### src/rtl/mul_arbiter.sv
// Round-robin front end that shares one fixed-latency multiplier between NUM_REQ requesters,
// with a single-entry result slot per requester so the multiplier pipeline never stalls.
module mul_arbiter #(
  parameter int DATA_WIDTH  = 16,
  parameter int NUM_REQ     = 4,
  parameter int MUL_LATENCY = 1
) (
  input  logic                          clk,
  input  logic                          rst,
  input  logic [NUM_REQ-1:0]            req_valid,
  output logic [NUM_REQ-1:0]            req_ready,
  input  logic [NUM_REQ*DATA_WIDTH-1:0] req_a,
  input  logic [NUM_REQ*DATA_WIDTH-1:0] req_b,
  output logic [NUM_REQ-1:0]            resp_valid,
  input  logic [NUM_REQ-1:0]            resp_ready,
  output logic [NUM_REQ*DATA_WIDTH-1:0] resp_data,
  output logic [DATA_WIDTH-1:0]         mul_a,
  output logic [DATA_WIDTH-1:0]         mul_b,
  input  logic [DATA_WIDTH-1:0]         mul_prod,
  output logic                          active
);

  localparam int IW = $clog2(NUM_REQ);

  typedef enum logic [1:0] {IDLE, INFLIGHT, DONE} slot_t;

  slot_t            slot_q [NUM_REQ];
  slot_t            slot_d [NUM_REQ];
  logic [IW-1:0]    rr_ptr;
  logic [NUM_REQ-1:0] eligible;
  logic             grant_valid;
  logic [IW-1:0]    grant_idx;
  logic [IW-1:0]    cand;
  logic [MUL_LATENCY:0] tag_valid;
  logic [IW-1:0]    tag_idx [MUL_LATENCY+1];
  logic             cap_valid;
  logic [IW-1:0]    cap_idx;

  assign cap_valid = tag_valid[MUL_LATENCY];
  assign cap_idx   = tag_idx[MUL_LATENCY];

  // Search starts just after the last winner so every requester gets a turn.
  always_comb begin
    grant_valid = 1'b0;
    grant_idx   = '0;
    cand        = '0;
    req_ready   = '0;
    for (int i = 0; i < NUM_REQ; i++)
      eligible[i] = req_valid[i] && (slot_q[i] == IDLE);
    for (int k = 1; k <= NUM_REQ; k++) begin
      cand = IW'((int'(rr_ptr) + k) % NUM_REQ);
      if (!grant_valid && eligible[cand]) begin
        grant_valid = 1'b1;
        grant_idx   = cand;
      end
    end
    if (grant_valid)
      req_ready[grant_idx] = 1'b1;
  end

  always_comb begin
    resp_valid = '0;
    active     = 1'b0;
    for (int i = 0; i < NUM_REQ; i++) begin
      slot_d[i] = slot_q[i];
      case (slot_q[i])
        IDLE:     if (grant_valid && grant_idx == IW'(i)) slot_d[i] = INFLIGHT;
        INFLIGHT: if (cap_valid && cap_idx == IW'(i))     slot_d[i] = DONE;
        DONE:     if (resp_ready[i])                      slot_d[i] = IDLE;
        default:  slot_d[i] = IDLE;
      endcase
      resp_valid[i] = (slot_q[i] == DONE);
      if (slot_q[i] != IDLE)
        active = 1'b1;
    end
  end

  // Reset clears the tag pipe, so a product still inside the multiplier is never captured.
  always_ff @(posedge clk) begin
    if (rst) begin
      for (int i = 0; i < NUM_REQ; i++)
        slot_q[i] <= IDLE;
      rr_ptr    <= IW'(NUM_REQ - 1);
      mul_a     <= '0;
      mul_b     <= '0;
      tag_valid <= '0;
      for (int s = 0; s <= MUL_LATENCY; s++)
        tag_idx[s] <= '0;
      resp_data <= '0;
    end else begin
      for (int i = 0; i < NUM_REQ; i++)
        slot_q[i] <= slot_d[i];
      mul_a <= '0;
      mul_b <= '0;
      if (grant_valid) begin
        rr_ptr <= grant_idx;
        for (int i = 0; i < NUM_REQ; i++) begin
          if (grant_idx == IW'(i)) begin
            mul_a <= req_a[i*DATA_WIDTH +: DATA_WIDTH];
            mul_b <= req_b[i*DATA_WIDTH +: DATA_WIDTH];
          end
        end
      end
      tag_valid[0] <= grant_valid;
      tag_idx[0]   <= grant_idx;
      for (int s = 1; s <= MUL_LATENCY; s++) begin
        tag_valid[s] <= tag_valid[s-1];
        tag_idx[s]   <= tag_idx[s-1];
      end
      for (int i = 0; i < NUM_REQ; i++)
        if (cap_valid && cap_idx == IW'(i))
          resp_data[i*DATA_WIDTH +: DATA_WIDTH] <= mul_prod;
    end
  end

endmodule

### config.mk
export PLATFORM = sky130hd
export DESIGN_NAME = mul_arbiter
export DESIGN_NICKNAME = d
export VERILOG_FILES = /design/src/rtl/mul_arbiter.sv
export SDC_FILE = /design/constraint.sdc
export NUM_CORES = 1
export LEC_CHECK = 0
export ABC_AREA = 1
export CAP_MARGIN = 20
export CORE_ASPECT_RATIO = 0.7
export CORE_UTILIZATION = 35
export DETAILED_ROUTE_END_ITERATION = 12
export GPL_TIMING_DRIVEN = 0
export PLACE_DENSITY = 0.75
export SETUP_SLACK_MARGIN = 0.2
export SLEW_MARGIN = 30
export SYNTH_ARGS = -nofsm -noshare
export SYNTH_HDL_FRONTEND = slang
export SYNTH_SLANG_ARGS = --single-unit
### constraint.sdc
create_clock -name clk -period 1.9 [get_ports clk]
set_input_delay 0.38 -clock clk [delete_from_list [all_inputs] [get_ports clk]]
set_output_delay 0.38 -clock clk [all_outputs]
set_load 0.02 [all_outputs]
==> metrics.txt, run 1 <==
power density of the placed cells 1710 nW/um^2; WS Path Type register to output pin; net switching share of the total power 43.6%; area overhead of the layout relative to synthesis 87.4%; final setup fails 44; number of buffers created by CTS 9; highest ir drop seen on vdd between 1 and 1.5 mV; f_max roughly 390 MHz; number of cells in the design after placement 1,152; proportion of power drawn by flip-flops and latches between 10% and 20%; fraction of power consumed by combinational cells 68.7%; post-route clock skew 0.00764 ns; pin count of the biggest net entering global routing 21; critical path fanouts, max 5; global-route total usage across every layer around 26%; flip-flop cell with the highest count after synthesis sky130_fd_sc_hd__dfxtp_1; share of the clock period used by the worst path 135%; final instance count without filler cells 1,230; Die Height between 100 and 150 um; FF+latch area 2260 um^2; setup repair after global routing missed its margin yes; Internal Pwr Total roughly 9 mW; Core Box Area 13,500 um^2; number of buffers added on ports roughly 260; slew of the pin with the lowest slew margin 0.621 ns; die span in x 144 um; violations in the final reports setup timing; Antenna Cells 0; data required time at the worst endpoint around 1.5 ns; multi-input combinational cell area 2690 um^2; count of flip-flops with a built-in enable after synthesis 0; result of the run finished with violations; leakage power of the design 4.96 nW; post-synthesis sequential element count 112; first-pass GRT wire length 28.7 mm; ranking of synthesized cells by area sky130_fd_sc_hd__dfxtp_1 (45%), sky130_fd_sc_hd__nor2_1 (13%), sky130_fd_sc_hd__nand2_1 (12%); path type of the worst min-delay path input port to register; number of antenna violations at the first check in global routing 0; sequential share of the synthesized area 45.3%; Pins Over Slew Limit 0; arrival time of data at the critical path endpoint 2.19 ns; share of the synthesized area in the top cell type 45.3%; Clk Latency, worst-skew pair 0.35 ns; maxcap violations 0; via count of the first global-routing pass 5,499; instance count of the mapped netlist 709; cell taking the most area after synthesis sky130_fd_sc_hd__dfxtp_1; DRT Wirelength approximately 20 mm; weighted congestion at the end of routability-driven global placement around 0.85; number of levels in the clock H-tree 3; Critical Path End Type output pin; mean area per synthesized cell 6.98 um^2; layout cells sized above 1 22.1%; area of the die roughly 15,000 um^2; Final #Nets between 1,000 and 1,500; overall via count from detail_route slightly below 6,000; buffers from clock root to sink, at most 2; Setup Slack @ Placement -1.21 ns; count of boundary I/O pins 259; fraction of registers with async set or reset after synthesis 0%; Final min period 2.57 ns; number of buffers inserted by hold repair at cts 0; synthesis warning total 0; aggregate global routing overflow 0; Clock Power Share 11.9%; average wire per standard cell 16.3 um; final-layout setup total negative slack -19.48 ns; Filler Cells Inserted 1,108; number of distinct library cells after synthesis 32; Residual DRC 0; drt via density 4.83; Mapped Nets 863; Initial DRC Count a little under 400; Clock Sink Count about 110; clock slew seen by the registers of the worst setup and hold paths 0.08 ns; effective utilization at floorplan 36.7%; final setup margin -0.669 ns; antenna-violating nets left 0; Pre-antenna DRT Iters 5; power spent charging and discharging nets 6.91 mW; root buffer selected by CTS sky130_fd_sc_hd__clkbuf_16; DP Wirelength 13.5 mm; Std-Cell Rows 35; clock tree from TritonCTS done; sort of element at the start of the critical path register; synthesized cell area slightly below 5000 um^2; Final Hold Violating Endpoints 0; relative max-transition margin 58.6%
## per-layer routing
metal	vias up	GRT usage (%)	share of wire, %
met1	2795	35.0	45
met2	205	41.6	47
li1	2913	-	-
met4	0	6.38	1.9
met5	-	0	0
met3	30	5.15	6.2
## synthesized netlist by cell type (7+ instances only)
cell type and instances:
sky130_fd_sc_hd__a21oi_1 14, sky130_fd_sc_hd__buf_4 7, sky130_fd_sc_hd__clkbuf_1 17, sky130_fd_sc_hd__dfxtp_1 112, sky130_fd_sc_hd__inv_1 40, sky130_fd_sc_hd__nand2_1 157
sky130_fd_sc_hd__nand2_2 13, sky130_fd_sc_hd__nand3_1 30, sky130_fd_sc_hd__nand3_2 7, sky130_fd_sc_hd__nand4_1 17, sky130_fd_sc_hd__nor2_1 172, sky130_fd_sc_hd__o21ai_0 75
## layout by cell type, fill, tap and decap left out, drive strengths merged
cell           count
nand3             37
clkinv             7
dfxtp            112
o21ai             77
inv               50
buf               81
nand4             17
nor2             180
dlymetal6s2s      49
and2               1
a21boi             1
or2                6
nor3               4
clkdlybuf4s50    182
dlygate4sd2       19
clkinvlp           1
nand2            174
a21oi             14
o211ai             1
clkbuf            29
a31oi              3
## through the flow
step                      total power, mW  util (%)  hold WS, ns  instance area [um^2]
after global routing                 16.8      68.7        0.389                  9270
after detailed placement             10.5      58.1        0.395                  7830
after global placement               10.4      58.1        0.394                  7830
after CTS                            14.8      65.7        0.401                  8860
final                                15.9      68.7        0.383                  9270
after floorplan                      8.02         -        0.388                  5020
## final timing paths
| check | from | endpoint | slack, ns | depth (start not counted) |
|---|---|---|---|---|
| setup / recovery | slot_q[2][0] | req_ready[2] | -0.67 | 13 |
| hold / removal | rst | slot_q[1][0] | 0.38 | 2 |
| setup reg to reg | rr_ptr[0] | slot_q[2][1] | -0.58 | 19 |
| hold reg to reg | tag_idx[0][0] | tag_idx[0][2] | 0.40 | 2 |
## power groups by stage
stage | Sequential [mW] | Combinational, mW | Clock (mW)
after global placement | 3.06 | 7.32 | 0
after detailed placement | 3.07 | 7.39 | 0
after CTS | 3.06 | 9.83 | 1.92
final | 3.07 | 10.9 | 1.89
after floorplan | 3.49 | 4.54 | 0
after global routing | 3.11 | 11.7 | 2.03
## area by class of cell
cell class / instances / share of cell area [%]
inverter: 51 / 2.51
sequential: 112 / 24.4
clock inverter: 7 / 0.688
clock buffer: 9 / 2.43
timing repair buffer: 320 / 35.4
multi-input combinational: 515 / 29.0
buffer: 31 / 3.04
tap: 185 / 2.50
## critical path, cell delays in order, from the launching register on
cell                      delay (ns)
sky130_fd_sc_hd__dfxtp_4        0.36
sky130_fd_sc_hd__nor2_4         0.22
sky130_fd_sc_hd__nand3_2        0.13
sky130_fd_sc_hd__buf_6          0.14
sky130_fd_sc_hd__nand3_2        0.07
sky130_fd_sc_hd__nand2_4        0.07
sky130_fd_sc_hd__nand3_2        0.07
sky130_fd_sc_hd__nand2_1        0.07
sky130_fd_sc_hd__nand2_2        0.13
sky130_fd_sc_hd__nand2_8        0.11
sky130_fd_sc_hd__buf_12         0.15
sky130_fd_sc_hd__nor2_8         0.09
sky130_fd_sc_hd__buf_8          0.11
sky130_fd_sc_hd__buf_6          0.10
## flip-flops by register name, indices dropped and copies added, names as in the netlist
| register | count |
|---|---|
| mul_b | 16 |
| tag_idx | 4 |
| resp_data | 64 |
| slot_q | 8 |
| mul_a | 16 |
| tag_valid | 2 |
| rr_ptr | 2 |
## cell families (layout without fill, tap and decap cells)
logic type      count (synthesis)  in the layout  share of synthesized area [%]
compound gates                 96             96                           10.0
simple gates                  419            419                           37.0
flops                         112            112                           45.3
buf+inv                        82            418                           7.66
## timing repair
action                     4_1_cts  5_1_grt
resized for setup              161      101
setup endpoints to repair      125      137
buffers inserted                40       18
pin swaps                       46       46
cloned                           3        1
No activity file was read; power rests on OpenSTA's default activity.
==> run 2: changes to the inputs <==
Settings changed: SETUP_SLACK_MARGIN 0.2 to unset, SLEW_MARGIN 30 to unset.
==> run 2 against run 1 <==
The run still ends with setup timing left. Clock-buffer cell count unchanged. Sequential power about the same. Cell count down 0.65%. First-iteration DRC count down 46%. Combinational power about the same. Utilization down 1.4 points. Setup slack better by 0.062 ns. Clock skew up 0.0026 ns. Global-route usage down 0.37 points. Flip-flop and latch count unchanged. Critical endpoint is now mul_a[10]. Largest cell class unchanged. Largest power group unchanged. Highest routed layer unchanged.
==> metrics.txt, run 2 (synthesis gave the netlist of run 1 again) <==
result of the run finished with violations; violations in the final reports setup timing; drt via density 4.78 (-1.1%); Final Hold Violating Endpoints 0 (unchanged); Clock Sink Count 112 (unchanged); final-layout setup total negative slack -18.89 ns (+0.591 ns); WS Path Type register to register; final setup fails 44 (unchanged); Core Box Area 13,500 um^2 (unchanged); area of the die 14,600 um^2 (unchanged); Residual DRC 0 (unchanged); reg-to-reg slack, setup -0.61 ns (-0.03 ns); number of buffers created by CTS 9 (unchanged); Internal Pwr Total 9.16 mW (+2.4%); post-route clock skew 0.0102 ns (+0.00256 ns); data required time at the worst endpoint 2.19 ns (+0.67 ns); DP Wirelength 13.1 mm (-2.7%); Reg with most FFs resp_data; power density of the placed cells 1750 nW/um^2 (+2.2%); buffers from clock root to sink, at most 2 (unchanged); number of buffers inserted by hold repair at cts 0 (unchanged); sort of element at the start of the critical path register; commonest non-fill, non-tap cells in the layout sky130_fd_sc_hd__clkdlybuf4s50_1 (247), sky130_fd_sc_hd__nor2_1 (166), sky130_fd_sc_hd__nand2_1 (138), sky130_fd_sc_hd__dfxtp_1 (106), sky130_fd_sc_hd__o21ai_0 (73); critical path fanouts, max 7 (+2); slew of the pin with the lowest slew margin 0.559 ns (-0.0627 ns); final instance count without filler cells 1,222 (-0.65%); first-pass GRT wire length 28.0 mm (-2.4%); proportion of power drawn by flip-flops and latches 19.3% (about the same); number of cells in the design after placement 1,152 (unchanged); biggest regs resp_data x64, mul_a x16, mul_b x16; leading cell type in the layout, fill and taps excluded sky130_fd_sc_hd__clkdlybuf4s50_1; f_max 399 MHz (+2.5%); share of the clock period used by the worst path 132% (-3.3 points); highest ir drop seen on vdd 1.03 mV (-9.0%); number of cells traversed by the worst hold path 2 (unchanged); number of buffers added on ports 258 (unchanged); antenna-violating nets left 0 (unchanged); Die Height 101 um (unchanged); weighted congestion at the end of routability-driven global placement 0.870 (+2.4%); count of boundary I/O pins 259 (unchanged); final instance area 9080 um^2 (-2.1%); power spent charging and discharging nets 6.71 mW (-2.9%); FF+latch area 2250 um^2 (-0.44%); DRT Wirelength 19.1 mm (-4.5%); Pins Over Slew Limit 0 (unchanged); path type of the worst min-delay path register to register; Clk Latency, worst-skew pair 0.36 ns (about the same); final setup margin -0.607 ns (+0.0618 ns); Std-Cell Rows 35 (unchanged); die span in x 144 um (unchanged); clock slew seen by the registers of the worst setup and hold paths 0.09 ns (about the same); Antenna Cells 0 (unchanged); Critical Path End Type register; number of antenna violations at the first check in global routing 0 (unchanged); effective utilization at floorplan 36.7% (unchanged); worst hold path endpoint tag_idx[0][2]; number of levels in the clock H-tree 3 (unchanged); timing startpoint of the critical path slot_q[1][1]; Clock Power Share 12.5% (+0.6 points); source of the worst register-to-register timing path slot_q[1][1]; maxcap violations 0 (unchanged); capturing point of the worst reg2reg path mul_a[10]; multi-input combinational cell area 2630 um^2 (-2.4%); instance area at placement 7770 um^2 (-0.81%); Final #Nets 1,186 (-0.67%); aggregate global routing overflow 0 (unchanged); net switching share of the total power 42.3% (-1.3 points); global-route total usage across every layer 25.3% (-0.37 points); pin count of the biggest net entering global routing 24 (+14%); Pre-antenna DRT Iters 5 (unchanged); Initial DRC Count 213 (-46%); fraction of power consumed by combinational cells 68.2% (-0.5 points); overall via count from detail_route 5,839 (-1.7%); Final min period 2.51 ns (-0.0618 ns); layout cells sized above 1 18.8% (-3.3 points); arrival time of data at the critical path endpoint 2.80 ns (+0.61 ns); leakage power of the design 4.00 nW (-19%); relative max-transition margin 62.8% (+4.2 points); hold path startpoint tag_idx[0][0]; root buffer selected by CTS sky130_fd_sc_hd__clkbuf_16; flip-flop count of the largest register, all copies and words added 64 (unchanged); Register-to-Register Path Depth 17 (-2); via count of the first global-routing pass 5,313 (-3.4%); clock tree from TritonCTS done; area overhead of the layout relative to synthesis 83.5%; setup repair after global routing missed its margin yes; Filler Cells Inserted 1,107 (-0.090%); average wire per standard cell 15.7 um (-3.9%)
run 2: cell type report:
class | count | area share (%)
clock inverters | 7 | 0.978
repair buffers | 312 | 34.8
multi-input cells | 515 | 28.9
plain buffers | 31 | 2.92
flip-flops and latches | 112 | 24.8
clock buffers | 9 | 2.48
well taps | 185 | 2.55
inverters | 51 | 2.60
run 2: worst max path at each step:
stage / endpoint / slack [ns]
floorplan: req_ready[3] / -0.02
global placement: req_ready[3] / -1.20
detailed placement: req_ready[3] / -1.24
CTS: req_ready[1] / -0.55
global route: mul_a[10] / -0.73
finish: mul_a[10] / -0.61
run 2: what timing repair did:
action,in CTS,in global routing
pin swaps,29,13
cloned,5,0
endpoints found under the hold margin,0,0
gates resized for setup,117,53
setup endpoints to repair,85,100
buffers inserted,38,15
run 2: routing by layer:
layer  GRT usage (%)  routed length, um  share of wire (%)  up-vias
met4            7.94                380                2.0        0
met2            39.5               8770                 46      234
li1                -                  -                  -     2895
met5               0                  0                  0        -
met1            35.1               8710                 45     2679
met3            4.92               1280                6.7       31
run 2: worst max-delay path: stages (launching register included):
cell and delay, ns:
sky130_fd_sc_hd__dfxtp_2 0.35, sky130_fd_sc_hd__nor2_4 0.19, sky130_fd_sc_hd__nand3_2 0.17, sky130_fd_sc_hd__nand2_4 0.13
sky130_fd_sc_hd__nand2_1 0.07, sky130_fd_sc_hd__nand2_2 0.10, sky130_fd_sc_hd__nand3_1 0.09, sky130_fd_sc_hd__nand2_1 0.08
sky130_fd_sc_hd__nand2_2 0.09, sky130_fd_sc_hd__nand2_8 0.17, sky130_fd_sc_hd__nor2_4 0.07, sky130_fd_sc_hd__buf_4 0.15
sky130_fd_sc_hd__buf_8 0.13, sky130_fd_sc_hd__buf_6 0.12, sky130_fd_sc_hd__bufbuf_16 0.26, sky130_fd_sc_hd__nand2_1 0.05
sky130_fd_sc_hd__nand3_1 0.09, sky130_fd_sc_hd__a21oi_2 0.14
run 2: power groups by stage:
stage / registers [mW] / logic, mW / clock network [mW]
after floorplan: 3.48 / 4.34 / 0
after global placement: 3.06 / 7.14 / 0
after global routing: 3.11 / 11.7 / 2.11
final: 3.06 / 10.8 / 1.98
after detailed placement: 3.07 / 7.22 / 0
after CTS: 3.05 / 10.2 / 2.02
run 2: metrics by stage:
step	hold slack, ns	power [mW]	util, %	worst slack [ns]
floorplan	0.388	7.82	-	-0.0170
global placement	0.394	10.2	57.6	-1.20
detailed placement	0.396	10.3	57.6	-1.24
CTS	0.404	15.2	65.5	-0.546
global route	0.417	16.9	67.3	-0.727
finish	0.401	15.9	67.3	-0.607
==> run 3: changes to the inputs <==
Settings changed: CORE_UTILIZATION 35 to 36, PLACE_DENSITY 0.75 to 0.77, SLEW_MARGIN set to 20.
==> run 3 against run 2 <==
The run still ends with setup timing left. Via count increased by 1.7%. Critical endpoint is now req_ready[0]. Clock-buffer cell count unchanged. Maximum frequency decreased by 3.1%. First-iteration DRC count increased by 81%. Hold slack improved by 0.0023 ns. Largest cell class unchanged. Critical path type is now register to output pin.
==> metrics.txt, run 3 (synthesis gave the netlist of run 1 again) <==
result of the run finished with violations; violations in the final reports setup timing; minimum hold slack 0.403 ns (+0.00228 ns); post-route clock skew 0.0119 ns (+0.00173 ns); buffers from clock root to sink, at most 2 (unchanged); Clk Latency, worst-skew pair 0.35 ns (about the same); relative max-transition margin 60.9% (-1.9 points); Critical Path End Type output pin; final core area utilization 69.6% (+2.3 points); root buffer selected by CTS sky130_fd_sc_hd__clkbuf_16; final setup margin -0.687 ns (-0.0795 ns); f_max 387 MHz (-3.1%); area of the die 14,200 um^2 (-2.7%); maximum cell stage delay along the critical path 0.33 ns (-0.02 ns); Register-to-Register Path Depth 20 (+3); overall via count from detail_route 5,939 (+1.7%); capturing point of the worst reg2reg path mul_b[4]; Core Box Area 13,300 um^2 (-1.6%); sort of element at the start of the critical path register; count of boundary I/O pins 259 (unchanged); Die Height 100 um (-1.4%); effective utilization at floorplan 37.3% (+0.61 points); weighted congestion at the end of routability-driven global placement 0.881 (+1.3%); arrival time of data at the critical path endpoint 2.21 ns (-0.59 ns); flip-flop count of the largest register, all copies and words added 64 (unchanged); Residual DRC 0 (unchanged); pin count of the biggest net entering global routing 22 (-8.3%); Final #Nets 1,192 (+0.51%); first-pass GRT wire length 29.3 mm (+4.6%); Clock Sink Count 112 (unchanged); commonest non-fill, non-tap cells in the layout sky130_fd_sc_hd__clkdlybuf4s50_1 (248), sky130_fd_sc_hd__nor2_1 (161), sky130_fd_sc_hd__nand2_1 (129), sky130_fd_sc_hd__dfxtp_1 (109), sky130_fd_sc_hd__o21ai_0 (75); area overhead of the layout relative to synthesis 86.6%; cell class contributing the biggest share of worst-path delay simple AND/OR/NAND/NOR gates; number of buffers created by CTS 9 (unchanged); setup repair after global routing missed its margin yes; leakage power of the design 4.05 nW (+1.4%); reg-to-reg slack, setup -0.61 ns (about the same); path type of the worst min-delay path register to register; WS Path Type register to output pin; number of levels in the clock H-tree 3 (unchanged); number of cells traversed by the worst hold path 2 (unchanged); worst hold path endpoint tag_idx[0][3]; leading cell type in the layout, fill and taps excluded sky130_fd_sc_hd__clkdlybuf4s50_1; number of antenna violations at the first check in global routing 0 (unchanged); source of the worst register-to-register timing path rr_ptr[0]; critical path fanouts, max 7 (unchanged); die span in x 142 um (-1.4%); layout cells sized above 1 21.0% (+2.2 points); clock tree from TritonCTS done; clock slew seen by the registers of the worst setup and hold paths 0.08 ns (about the same); power density of the placed cells 1790 nW/um^2 (+2.3%); total power after layout 16.5 mW (+4.0%); drt via density 4.84 (+1.2%); number of buffer and inverter instances along the worst setup path 6 (+2); Pins Over Slew Limit 0 (unchanged); average wire per standard cell 16.4 um (+4.4%); Final min period 2.59 ns (+0.0795 ns); maxcap violations 0 (unchanged); DP Wirelength 13.4 mm (+2.3%); instance area at placement 7770 um^2 (unchanged); final instance area 9230 um^2 (+1.7%); hold path startpoint tag_idx[0][1]; Initial DRC Count 385 (+81%); highest ir drop seen on vdd 1.09 mV (+5.5%); Antenna Cells 0 (unchanged); CP Cell Sequence buf_6 -> inv_8 -> buf_6 -> nand3_4 -> nand2_4 -> nand2_4 -> a21boi_2 -> nand2_2 -> inv_2 -> nand2_4 -> nor2_4 -> nand2_2 -> inv_2 -> buf_6; aggregate global routing overflow 0 (unchanged); DRT Wirelength 20.1 mm (+5.0%); Final Hold Violating Endpoints 0 (unchanged); number of buffers added on ports 258 (unchanged); Reg with most FFs resp_data; Pre-antenna DRT Iters 4 (-1); antenna-violating nets left 0 (unchanged); Std-Cell Rows 35 (unchanged); global-route total usage across every layer 26.8% (+1.4 points); share of the clock period used by the worst path 136% (+4.2 points); biggest regs resp_data x64, mul_a x16, mul_b x16; via count of the first global-routing pass 5,541 (+4.3%); final setup fails 47 (+6.8%); data required time at the worst endpoint 1.52 ns (-0.67 ns); slew of the pin with the lowest slew margin 0.587 ns (+0.0284 ns); cell at the slowest stage of the critical path sky130_fd_sc_hd__dfxtp_2; Setup Slack @ Placement -1.22 ns (+0.0151 ns)
run 3: changes by cell type in the layout (fill, tap and decap cells not counted), moves of 4 or more:
cell | previous run | this run
sky130_fd_sc_hd__buf_4 | 36 | 32
sky130_fd_sc_hd__a21oi_2 | 4 | 9
sky130_fd_sc_hd__nor2_1 | 166 | 161
sky130_fd_sc_hd__nor2_2 | 2 | 7
sky130_fd_sc_hd__buf_6 | 21 | 30
sky130_fd_sc_hd__nand2_1 | 138 | 129
sky130_fd_sc_hd__a21oi_1 | 10 | 5
sky130_fd_sc_hd__nand2_4 | 7 | 13
run 3: cell type report:
class	instances	area [um^2]
Fill cell	1015	4040
Timing Repair Buffer	318	3220
Multi-Input combinational cell	515	2730
Sequential cell	112	2250
Buffer	31	278
Tap cell	185	231
Inverter	51	229
Clock buffer	9	225
Clock inverter	7	71.3
run 3: power breakdown:
group	leakage, nW	switching, mW	total (mW)	internal [mW]
clock	0.146	0.968	1.90	0.932
sequential	0.916	0.236	3.07	2.84
combinational	2.99	5.98	11.5	5.54
total	4.05	7.19	16.5	9.31
run 3: tightest hold or removal path: stages (launching register included):
cell                      delay [ns]
sky130_fd_sc_hd__dfxtp_1        0.30
sky130_fd_sc_hd__inv_1          0.04
sky130_fd_sc_hd__nor2_1         0.03
run 3: through the flow:
| stage | std cells | setup TNS (ns) |
|---|---|---|
| finish | 1228 | -20.46 |
| global placement | 1152 | -36.36 |
| CTS | 1217 | -13.59 |
| floorplan | 709 | -0.0190 |
| global route | 1228 | -25.70 |
| detailed placement | 1152 | -38.10 |
run 3: routing by layer:
metal	global-route usage (%)	part of all wire [%]
met4	7.28	1.9
met1	37.4	46
met3	4.96	6.0
met5	0	0
met2	42.2	46
run 3: worst max-delay path by stage:
stage	end	cells past startpoint	slack (ns)	from
after floorplan	req_ready[3]	13	-0.02	rr_ptr[0]
after global placement	req_ready[3]	13	-1.19	req_valid[1]
after detailed placement	req_ready[3]	13	-1.22	req_valid[3]
after CTS	req_ready[1]	14	-0.54	rr_ptr[0]
after global routing	req_ready[2]	13	-0.79	rr_ptr[0]
final	req_ready[0]	14	-0.69	rr_ptr[0]
run 3: what timing repair did:
item / 4_1_cts / 5_1_grt
gates resized for setup: 149 / 57
hold buffers: 0 / 0
hold endpoints to repair: 0 / 0
setup buffers: 45 / 11
gates cloned: 5 / 1
endpoints found under the setup margin: 86 / 80
pin swaps: 35 / 30
==> variant: new RTL, flow settings as in run 3 <==
`DATA_WIDTH`: 16 -> 20.
--- a/src/rtl/mul_arbiter.sv
+++ b/src/rtl/mul_arbiter.sv
@@ -1,7 +1,7 @@
 // Round-robin front end that shares one fixed-latency multiplier between NUM_REQ requesters,
 // with a single-entry result slot per requester so the multiplier pipeline never stalls.
 module mul_arbiter #(
-  parameter int DATA_WIDTH  = 16,
+  parameter int DATA_WIDTH  = 20,
   parameter int NUM_REQ     = 4,
   parameter int MUL_LATENCY = 1
 ) (
Interface: changed (6 resized); port bits go from 259 to 319. The function was not compared with the original's and may differ.
==> variant against run 3 <==
  * Synthesized area grew 22%
  * The flow still finishes with violations (setup timing)
  * Core utilization is 0.31 points higher
  * Routed wire length up 33%
  * Final area rose by 24%
  * Non-clock buffer count is 66 higher
  * Power up 33%
  * Setup slack lost 0.074 ns
  * Sequential cell count is 24 higher
==> variant: results <==
export IMPL_portBuffers=318
export IMPL_ys_flop_type="dfxtp_1"
export IMPL_dp_slack_ns=-1.512
export IMPL_htree_levels=4
export IMPL_wl_um=26650
export IMPL_peakVddDrop_uv=1156
export IMPL_place_gp_congestion=0.8523
export IMPL_synth_commonest_cells="nor2_1, dfxtp_1, nand2_1, nand3_1, o21ai_0"
export IMPL_post_dp_hpwl_um=17930
export IMPL_syn_nets=1066
export IMPL_clkTransAtPathRegs_ns=0.05
export IMPL_cpLargestDelayFamily="buffers and inverters"
export IMPL_setup_ws_ns=-0.7606
export IMPL_synthTopCellsByArea="dfxtp_1, nor2_1, nand3_1"
export IMPL_cp_slowest_cell="clkdlybuf4s50_1"
export IMPL_worst_slew_pin_slew_ns=0.6208
export IMPL_vias_per_cell=5.166
export IMPL_synth_avg_cell_area_um2=6.887
export IMPL_cpPeakStageDelay_ns=0.56
export IMPL_grt_max_degree=17
export IMPL_drive_gt1_share_pct=21.11
export IMPL_leakage_nw=4.936
export IMPL_r2r_setup_slack_ns=-0.53
export IMPL_firstDrtPassIters=7
export IMPL_layout_cells_non_filler=1490
export IMPL_tns_ns=-20.72
export IMPL_grt_use_met3_pct=6.372
export IMPL_yosysSeqAreaShare_pct=45.13
export IMPL_skew_ns=0.008932
export IMPL_clkLatencyLatePin_ns=0.42
export IMPL_violations="setup timing"
export IMPL_cts_buffers=17
export IMPL_whs_ns=0.3967
export IMPL_grt_pass1_vias=6739
export IMPL_use_met1_pct=38.08
export IMPL_crit_fanout=4
export IMPL_track_usage_pct=27.82
export IMPL_dpl_cell_area_um2=9565
export IMPL_setup_viol=47
export IMPL_outcome="finished with violations"
export IMPL_yosysTopAreaCellShare_pct=45.13
-- variant: cell count changes after synthesis, moves of 4 or more --
cell | before | now
nor2_1 | 172 | 237
buf_2 | 3 | 10
nand2_4 | 4 | 0
a21oi_1 | 14 | 22
o21ai_0 | 75 | 110
nand2_1 | 157 | 117
inv_1 | 40 | 54
buf_6 | 3 | 13
nand4_1 | 17 | 3
clkbuf_1 | 17 | 28
nand2_2 | 13 | 6
nand3_1 | 30 | 117
dfxtp_1 | 112 | 136
-- variant: cell families after synthesis --
logic type             Yosys count  share of synthesized area, %
and+or+nand+nor                488                         34.03
buffers and inverters          116                         9.457
DFF                            136                         45.13
AOI/OAI and AO/OA              136                         11.39
-- variant: area by class of cell --
cell class | instances | area [um^2]
timing repair buffer | 358 | 3640
buffer | 57 | 454.2
multi-input combinational | 624 | 3495
clock inverter | 10 | 95.09
inverter | 59 | 249.0
tap | 225 | 281.5
sequential | 136 | 2731
clock buffer | 21 | 480.5
fill | 1298 | 4921
-- variant: path summary, 6_finish.rpt --
path,startpoint,to,cells past startpoint
max,req_valid[0],req_ready[0],14
min reg2reg,tag_idx[0][1],tag_idx[0][3],2
min,tag_idx[0][1],tag_idx[0][3],2
max reg2reg,rr_ptr[0],mul_b[9],18
-- variant: worst reg2reg max path: cells and delay by family, from the launching register on --
family                 cells  cell delay, ns
buffers and inverters      7            0.86
DFF                        1            0.35
and+or+nand+nor           11            1.17
-- variant: report_power, final --
part	internal, mW	switching [mW]
logic	6.79	8.19
clock network	1.93	1.28
registers	3.44	0.252
-- variant: per-layer routing --
metal	wire length, um	share of wire (%)
met1	11500	43
met3	1942	7.3
met4	580	2.2
met5	0	0
met2	12620	47
-- variant: timing repair --
action / in CTS / in global routing
hold buffers: 0 / 0
gates resized for setup: 158 / 104
cloned: 5 / 3
pin swaps: 48 / 35
setup buffers: 25 / 12
setup endpoints to repair: 56 / 50
